## config.mk

```make
export PLATFORM = sky130hd
export DESIGN_NAME = event_timestamper
export DESIGN_NICKNAME = d
export VERILOG_FILES = /design/src/rtl/event_ts_pkg.sv /design/src/rtl/ts_fifo.sv /design/src/rtl/event_timestamper.sv
export SDC_FILE = /design/constraint.sdc
export NUM_CORES = 1
export LEC_CHECK = 0
export ABC_AREA = 0
export BUFFER_PORTS_ARGS = -buffer_cell sky130_fd_sc_hd__buf_2
export CAP_MARGIN = 20
export CORE_MARGIN = 3
export CORE_UTILIZATION = 65
export DETAILED_ROUTE_END_ITERATION = 8
export GPL_ROUTABILITY_DRIVEN = 0
export PLACE_DENSITY = 0.82
export SYNTH_ARGS = -nofsm -noshare
export SYNTH_HDL_FRONTEND = slang
export SYNTH_SLANG_ARGS = --single-unit
```

## constraint.sdc

```tcl
create_clock -name clk -period 6.85 [get_ports clk]
set_input_delay 0.685 -clock clk [delete_from_list [all_inputs] [get_ports clk]]
set_output_delay 0.685 -clock clk [all_outputs]
set_load 0.02 [all_outputs]
```

## src/rtl/event_ts_pkg.sv

```systemverilog
// Shared defaults for the event timestamper and its record layout.
// Records are packed {ch, ts}: channel index in the upper bits, timestamp in the lower bits.
package event_ts_pkg;
    localparam int DEF_NUM_CH = 2;
    localparam int DEF_TS_W   = 16;
    localparam int DEF_DEPTH  = 8;
endpackage

```

## src/rtl/ts_fifo.sv

```systemverilog
// Synchronous record FIFO with registered pointers and a combinational head read.
// Latency: a write is visible at the head on the cycle after the write edge.
// Backpressure: writes while full and reads while empty are ignored.
module ts_fifo #(
    parameter int W     = 17,
    parameter int DEPTH = 8,
    localparam int AW   = $clog2(DEPTH),
    localparam int LW   = AW + 1
) (
    input  logic          clk,
    input  logic          rst,
    input  logic          wr_en,
    input  logic [W-1:0]  wr_data,
    input  logic          rd_en,
    output logic [W-1:0]  rd_data,
    output logic [LW-1:0] level
);
    logic [W-1:0]  mem [DEPTH];
    logic [AW-1:0] wr_ptr;
    logic [AW-1:0] rd_ptr;
    logic          wr_ok;
    logic          rd_ok;

    assign wr_ok   = wr_en && (level != LW'(DEPTH));
    assign rd_ok   = rd_en && (level != '0);
    assign rd_data = mem[rd_ptr];

    always_ff @(posedge clk) begin
        if (wr_ok) begin
            mem[wr_ptr] <= wr_data;
        end
    end

    always_ff @(posedge clk) begin
        if (rst) begin
            wr_ptr <= '0;
            rd_ptr <= '0;
            level  <= '0;
        end else begin
            if (wr_ok) begin
                wr_ptr <= wr_ptr + 1'b1;
            end
            if (rd_ok) begin
                rd_ptr <= rd_ptr + 1'b1;
            end
            case ({wr_ok, rd_ok})
                2'b10:   level <= level + 1'b1;
                2'b01:   level <= level - 1'b1;
                default: level <= level;
            endcase
        end
    end
endmodule

```

## src/rtl/event_timestamper.sv

```systemverilog
// Captures the cycle-count timestamp of every rising event edge and queues {ch, ts} records.
// Latency: edge sampled at edge k, FIFO write at k+1, out_valid in the cycle after k+1.
// Backpressure: full FIFO holds one pending edge per channel; a further edge is dropped and flagged.
module event_timestamper
    import event_ts_pkg::*;
#(
    parameter int NUM_CH = DEF_NUM_CH,
    parameter int TS_W   = DEF_TS_W,
    parameter int DEPTH  = DEF_DEPTH,
    localparam int CH_W  = $clog2(NUM_CH),
    localparam int LW    = $clog2(DEPTH) + 1
) (
    input  logic              clk,
    input  logic              rst,
    input  logic              enable,
    input  logic [NUM_CH-1:0] ev_i,
    output logic              out_valid,
    input  logic              out_ready,
    output logic [CH_W-1:0]   out_ch,
    output logic [TS_W-1:0]   out_ts,
    output logic [LW-1:0]     level,
    output logic              overflow,
    input  logic              clr_ovf
);
    localparam int RW = CH_W + TS_W;

    logic [TS_W-1:0]   ts_cnt;
    logic [NUM_CH-1:0] ev_q;
    logic [NUM_CH-1:0] pend;
    logic [TS_W-1:0]   pend_ts [NUM_CH];
    logic [NUM_CH-1:0] rise;
    logic [NUM_CH-1:0] wr_sel;
    logic [CH_W-1:0]   win;
    logic              win_vld;
    logic              wr_en;
    logic              rd_en;
    logic              drop;
    logic [RW-1:0]     wr_data;
    logic [RW-1:0]     rd_data;

    assign rise = {NUM_CH{enable}} & ev_i & ~ev_q;

    // Fixed priority: the lowest pending index wins.
    always_comb begin
        win     = '0;
        win_vld = 1'b0;
        for (int c = NUM_CH - 1; c >= 0; c--) begin
            if (pend[c]) begin
                win     = CH_W'(c);
                win_vld = 1'b1;
            end
        end
    end

    // A pop in the same cycle does not free a slot for the write.
    assign wr_en   = win_vld && (level < LW'(DEPTH));
    assign wr_sel  = wr_en ? (NUM_CH'(1) << win) : '0;
    assign wr_data = {win, pend_ts[win]};
    assign drop    = |(rise & pend & ~wr_sel);

    assign out_valid = (level != '0);
    assign rd_en     = out_valid && out_ready;
    assign out_ch    = out_valid ? rd_data[RW-1:TS_W] : '0;
    assign out_ts    = out_valid ? rd_data[TS_W-1:0] : '0;

    always_ff @(posedge clk) begin
        ev_q <= ev_i;
        if (rst) begin
            ts_cnt   <= '0;
            pend     <= '0;
            overflow <= 1'b0;
            for (int c = 0; c < NUM_CH; c++) begin
                pend_ts[c] <= '0;
            end
        end else begin
            ts_cnt <= ts_cnt + 1'b1;
            for (int c = 0; c < NUM_CH; c++) begin
                if (wr_sel[c]) begin
                    // Channel leaving for the FIFO this cycle can take a new edge without loss.
                    if (rise[c]) begin
                        pend_ts[c] <= ts_cnt;
                    end else begin
                        pend[c] <= 1'b0;
                    end
                end else if (rise[c] && !pend[c]) begin
                    pend[c]    <= 1'b1;
                    pend_ts[c] <= ts_cnt;
                end
            end
            if (drop) begin
                overflow <= 1'b1;
            end else if (clr_ovf) begin
                overflow <= 1'b0;
            end
        end
    end

    ts_fifo #(
        .W     (RW),
        .DEPTH (DEPTH)
    ) u_fifo (
        .clk     (clk),
        .rst     (rst),
        .wr_en   (wr_en),
        .wr_data (wr_data),
        .rd_en   (rd_en),
        .rd_data (rd_data),
        .level   (level)
    );
endmodule

```

==> impl_metrics.tcl, run 1 <==
set metrics [dict create \
    yosysSeqAreaShare_pct 70.36 \
    swShare_pct 25.82 \
    die_y_um 117.9 \
    clock_power_share_pct 36.5 \
    diodes 0 \
    post_dp_cell_area_um2 8492 \
    seqPwrFrac_pct 45.0 \
    ff_latch_area_um2 5727 \
    hold_path_class "input port to flip-flop" \
    synth-seq-cells 202 \
    synth.largest_area_cell "edfxtp_1" \
    io_buffer_count 29 \
    synthTopCellsByArea "edfxtp_1 62%, mux4_2 9.4%, dfxtp_1 8.4%, mux2i_1 2.5%, mux2_1 2.4%" \
    cts_sinks 202 \
    clk_latency_ns 0.48 \
    grt_max_degree 51 \
    syn_area_per_cell_um2 16.74 \
    cp.required_ns 6.16 \
    drive_gt1_share_pct 22.26 \
    grt_pass1_wl_mm 23.86 \
    power.switching_w 0.0007985 \
    finalHoldViolations 0 \
    worst_slew_pin_slew_ns 1.039 \
    cts_root_buf "clkbuf_16" \
    syn_nets 499 \
    drtAntennaViolNets 0 \
    drv_slew 0 \
    cts_max_level 1 \
    worst_ir_drop_vdd_mv 0.2570 \
    synth_top_area_share_pct 61.99 \
    power_frac_comb_pct 18.5 \
    dieArea_um2 13900 \
    via_per_inst 6.099 \
    synth_cells 486 \
    tns_ns 0 \
    cts_tree "done" \
    route.detailed.wl_per_inst_um 20.83 \
    power.leakage_nw 3.098 \
    mostFrequentLayoutCell "edfxtp_1" \
    yosysWarnings 0 \
    cts_setup_buffers 0 \
    hold_ws_ns 0.3390 \
    power_density_nw_per_um2 336.7 \
    row_count 40 \
    rsz0062_at_grt "false" \
    synth_ff_type "edfxtp_1" \
    fin_crit_sh_pct 45.27 \
    crit_path_end_kind "output port" \
    setup_viol 0 \
    min_path_cells 1 \
    dpl.hpwl_mm 8.665 \
    power.internal_w 0.002294 \
    crit_type "flip-flop to output port" \
    fin_area_um2 9186 \
    fin_crit_ns 3.101 \
    start_util_pct 67.19 \
    final_nets 538 \
    drv_cap 0 \
    outcome "finished clean" \
    cp_max_fo 34 \
    finClkSkew_ns 0.008487 \
    cts_hold_buffers 0 \
    cp-start-kind "flip-flop" \
    fillers 721 \
    die-width_um 117.9 \
    cts-buffers-inserted 20 \
    dr.pass1.iters 4 \
    multi_input_area_um2 2290 \
    post_cts_resized 0 \
    grt_usage_pct 21.91 \
    critPathArrivalTime_ns 2.42 \
    grt-ovfl-total 0 \
    drt_iter0_drc 373 \
    antenna_found_initial 0 \
    relSlewSlack_pct 30.71 \
    syn_to_final_growth_pct 12.88 \
    synth_area_um2 8138 \
    pin_count 30 \
    drc_errors 0 \
    via_count 4312 \
    synth-async-reset-ratio_pct 0 \
    r2r_cells 10 \
    layout_common_cells "168 x edfxtp_1, 48 x nor2_1, 34 x mux4_2, 33 x dfxtp_1, 29 x buf_2" \
    clock.fmax_mhz 322.4 \
    coreArea_um2 12110 \
    clk_path_buf_depth 3 \
    synth_edf_count 168 \
    grt_pass1_vias 4439 \
    synth_cell_types 45 \
    totalWireLength_mm 14.73 \
    path_clk_slew_ns 0.06 \
]
==> registers in the layout, indices dropped and copies added (netlist names), named ones only <==
signal / count
ev_q: 2
overflow: 1
pend: 2
pend_ts: 32
ts_cnt: 16
u_fifo.level: 4
u_fifo.mem: 136
u_fifo.rd_ptr: 3
u_fifo.wr_ptr: 3
==> path summary, 6_finish.rpt <==
kind	startpoint	to	slack, ns
hold / removal	ev_i[1]	ev_q[1]$_DFF_P_	0.34
setup / recovery	flip-flop	out_ts[3]	3.75
hold reg to reg	overflow$_SDFFE_PP0P_	overflow$_SDFFE_PP0P_	0.49
setup reg to reg	u_fifo.level[1]$_SDFFE_PP0P_	u_fifo.level[2]$_SDFFE_PP0P_	4.19
==> per-layer routing <==
metal  wire, um  part of all wire [%]  global-route usage (%)  up-vias
met4        354                   2.4                   7.546        0
li1           -                     -                       -     1938
met1       6127                    42                   29.98     2203
met5          0                     0                       0        -
met2       7542                    51                   36.65      143
met3        702                   4.8                   3.268       28
==> stage by stage <==
stage / total power (W) / util [%] / std cells / setup WS [ns]
finish: 0.003093 / 75.85 / 707 / 3.749
global route: 0.003213 / 75.85 / 707 / 3.606
CTS: 0.003118 / 75.85 / 707 / 3.691
detailed placement: 0.001996 / 70.11 / 671 / 4.193
global placement: 0.001968 / 70.02 / 670 / 3.758
floorplan: 0.001845 / - / 486 / 4.144
==> synth_stat cells, drive strengths merged (3+ instances only) <==
cell	number
nor2b	3
nand2b	6
nor3	7
mux2	17
o21ai	5
inv	7
a21oi	9
dfxtp	34
buf	9
xor2	11
nand3	9
clkbuf	15
mux4	34
ha	6
edfxtp	168
nand2	12
xnor2	6
a21o	3
and2	17
nand3b	3
nor4	3
nor2	48
nor3b	14
mux2i	20
nand4	3
==> layout make-up <==
cell class / instances / share of cell area (%)
Clock inverter: 11 / 1.566
Timing Repair Buffer: 41 / 2.601
Sequential cell: 202 / 62.34
Inverter: 7 / 0.2860
Clock buffer: 25 / 5.993
Multi-Input combinational cell: 253 / 24.93
Tap cell: 168 / 2.288
==> power by group through the flow <==
stage	Combinational (W)	Clock, W	Sequential (W)
finish	0.000571	0.00113	0.00139
CTS	0.000584	0.00114	0.00139
global route	0.000622	0.00119	0.00140
global placement	0.000554	0	0.00141
floorplan	0.000429	0	0.00142
detailed placement	0.000578	0	0.00142
==> logic make-up after synthesis <==
family                   synth area share, %
multiplexers                           14.22
XOR/XNOR                               1.830
adder cells (fa/ha/maj)               0.9225
AO/OA/AOI/OAI                          1.876
buffers and inverters                  1.630
flip-flops                             70.36
AND/OR/NAND/NOR                        9.164
==> worst max-delay path, stage by stage, from the launching register on <==
cell and delay (ns):
dfxtp_2 0.32, buf_4 0.53, mux4_2 0.60, mux2i_1 0.22, nor2_1 0.07, buf_2 0.16
No activity file was read; power rests on OpenSTA's default activity.
==> inputs of run 2 (changes only) <==
--- a/config.mk
+++ b/config.mk
@@ -9,10 +9,10 @@
 export BUFFER_PORTS_ARGS = -buffer_cell sky130_fd_sc_hd__buf_2
 export CAP_MARGIN = 20
 export CORE_MARGIN = 3
-export CORE_UTILIZATION = 65
+export CORE_UTILIZATION = 55
 export DETAILED_ROUTE_END_ITERATION = 8
 export GPL_ROUTABILITY_DRIVEN = 0
-export PLACE_DENSITY = 0.82
+export PLACE_DENSITY = 0.74
 export SYNTH_ARGS = -nofsm -noshare
 export SYNTH_HDL_FRONTEND = slang
 export SYNTH_SLANG_ARGS = --single-unit
==> constraint.sdc (replaced) <==
create_clock -name clk -period 2.8 [get_ports clk]
set_input_delay 0.28 -clock clk [delete_from_list [all_inputs] [get_ports clk]]
set_output_delay 0.28 -clock clk [all_outputs]
set_load 0.02 [all_outputs]
==> impl_metrics.tcl, run 2 (synthesis gave the netlist of run 1 again) <==
set metrics [dict create \
    power.switching_w 0.001930 \
    diodes 0 \
    antenna_found_initial 0 \
    pin_count 30 \
    grt-ovfl-total 0 \
    layout_common_cells "168 x edfxtp_1, 48 x nor2_1, 34 x mux4_2, 33 x dfxtp_1, 29 x buf_2" \
    route.detailed.wl_per_inst_um 20.20 \
    dieArea_um2 16290 \
    clock.fmax_mhz 393.4 \
    reg_top3 "u_fifo.mem x136, pend_ts x32, ts_cnt x16" \
    totalWireLength_mm 14.58 \
    coreArea_um2 14150 \
    swShare_pct 25.66 \
    fin_crit_ns 2.542 \
    cts_setup_buffers 0 \
    drt_iter0_drc 250 \
    grt_pass1_vias 4344 \
    hold_path_class "input port to flip-flop" \
    clock_power_share_pct 35.8 \
    min_from "clr_ovf" \
    drv_cap 0 \
    cts_sinks 202 \
    worst_ir_drop_vdd_mv 0.4732 \
    finalHoldViolations 0 \
    path_clk_slew_ns 0.06 \
    die_y_um 127.6 \
    power.internal_w 0.005591 \
    grt_max_degree 48 \
    hold_ws_ns 0.1007 \
    relSlewSlack_pct 34.51 \
    regMostFlops "u_fifo.mem" \
    finClkSkew_ns 0.006873 \
    dr.pass1.iters 7 \
    cts-buffers-inserted 21 \
    outcome "finished clean" \
    setup_viol 0 \
    cts_max_level 1 \
    crit_slowest_cell "dfxtp_2" \
    worst_slew_pin_slew_ns 0.9824 \
    fin_crit_sh_pct 90.79 \
    clk_path_buf_depth 3 \
    rsz0062_at_grt "false" \
    crit_type "flip-flop to output port" \
    drive_gt1_share_pct 22.88 \
    tns_ns 0 \
    cts_root_buf "clkbuf_16" \
    cp.required_ns 2.52 \
    via_per_inst 5.763 \
    ff2ff_setup_slack_ns 0.40 \
    r2r_start "u_fifo.level[1]$_SDFFE_PP0P_" \
    final_nets 544 \
    die-width_um 127.6 \
    cp_max_fo 10 \
    dpl.hpwl_mm 8.438 \
    io_buffer_count 29 \
    power_density_nw_per_um2 815.4 \
    mostFrequentLayoutCell "edfxtp_1" \
    seqPwrFrac_pct 45.7 \
    start_util_pct 57.51 \
    critPathArrivalTime_ns 2.26 \
    grt_pass1_wl_mm 23.45 \
    largest_register_ffs 136 \
    drv_slew 0 \
    syn_to_final_growth_pct 13.35 \
    cp-start-kind "flip-flop" \
    drtAntennaViolNets 0 \
    post_cts_resized 0 \
    crit_path_end_kind "output port" \
    via_count 4161 \
    clk_latency_ns 0.48 \
    power_frac_comb_pct 18.4 \
    cts_tree "done" \
    row_count 43 \
    power.leakage_nw 3.134 \
    grt_usage_pct 18.49 \
    worstPathCellList "buf_4, mux4_2, mux2i_1, nor2_1, buf_2" \
    drc_errors 0 \
    max_stage_delay_ns 0.54 \
]
## run 2: changes by cell type in the layout (fill, tap and decap cells not counted), sizes merged
| cell | delta |
|---|---|
| dlygate4sd3 | +2 |
| clkbuf | -3 |
| clkinv | +5 |
| clkinvlp | -4 |
| buf | +3 |
## run 2: per-stage QoR
step           util [%]  cell area [um^2]  std cells  total power (W)  setup slack, ns
3_3_place_gp      60.34              8538        686         0.004874           0.5171
4_1_cts           65.19              9224        722         0.007600           0.1803
3_5_place_dp      60.34              8538        686         0.004912           0.3976
5_1_grt           65.19              9224        722         0.007841          0.05602
6_report          65.19              9224        722         0.007522           0.2578
2_1_floorplan         -              8138        486         0.004513          0.09441
## run 2: area by class of cell
cell class              instances  area [um^2]
clock buffers                  22        529.3
clock inverters                12        136.4
fillers                       968         4926
inverters                       7        26.28
multi-input cells             253         2290
flip-flops and latches        202         5727
well taps                     180        225.2
repair buffers                 46        290.3
## run 2: layer usage
metal	track usage (%)	wire length [um]	vias up
li1	-	-	1944
met1	25.76	6107	2079
met2	30.66	7261	114
met3	2.801	892	24
met4	5.556	323	0
met5	0	0	-
## run 2: final timing paths
check | endpoint | cells after the start
hold reg to reg | overflow$_SDFFE_PP0P_ | 2
hold / removal | overflow$_SDFFE_PP0P_ | 4
setup reg to reg | u_fifo.level[2]$_SDFFE_PP0P_ | 10
setup / recovery | out_ts[2] | 5
## run 2: critical path: cells and delay by family (launching register included)
kind                   cells  cell delay, ns
multiplexers               2            0.70
flip-flops                 1            0.54
buffers and inverters      2            0.47
AND/OR/NAND/NOR            1            0.05
## run 2: timing repair
action                                  in CTS  in global routing
hold buffers                                 2                  0
endpoints found under the setup margin       0                  0
endpoints found under the hold margin        2                  0
## run 2: power by group through the flow
| stage | Sequential, W | Combinational [W] | Clock [W] |
|---|---|---|---|
| 3_3_place_gp | 0.00350 | 0.00137 | 0 |
| 5_1_grt | 0.00346 | 0.00151 | 0.00288 |
| 2_1_floorplan | 0.00346 | 0.00105 | 0 |
| 4_1_cts | 0.00344 | 0.00142 | 0.00274 |
| 3_5_place_dp | 0.00351 | 0.00140 | 0 |
| 6_report | 0.00344 | 0.00139 | 0.00269 |
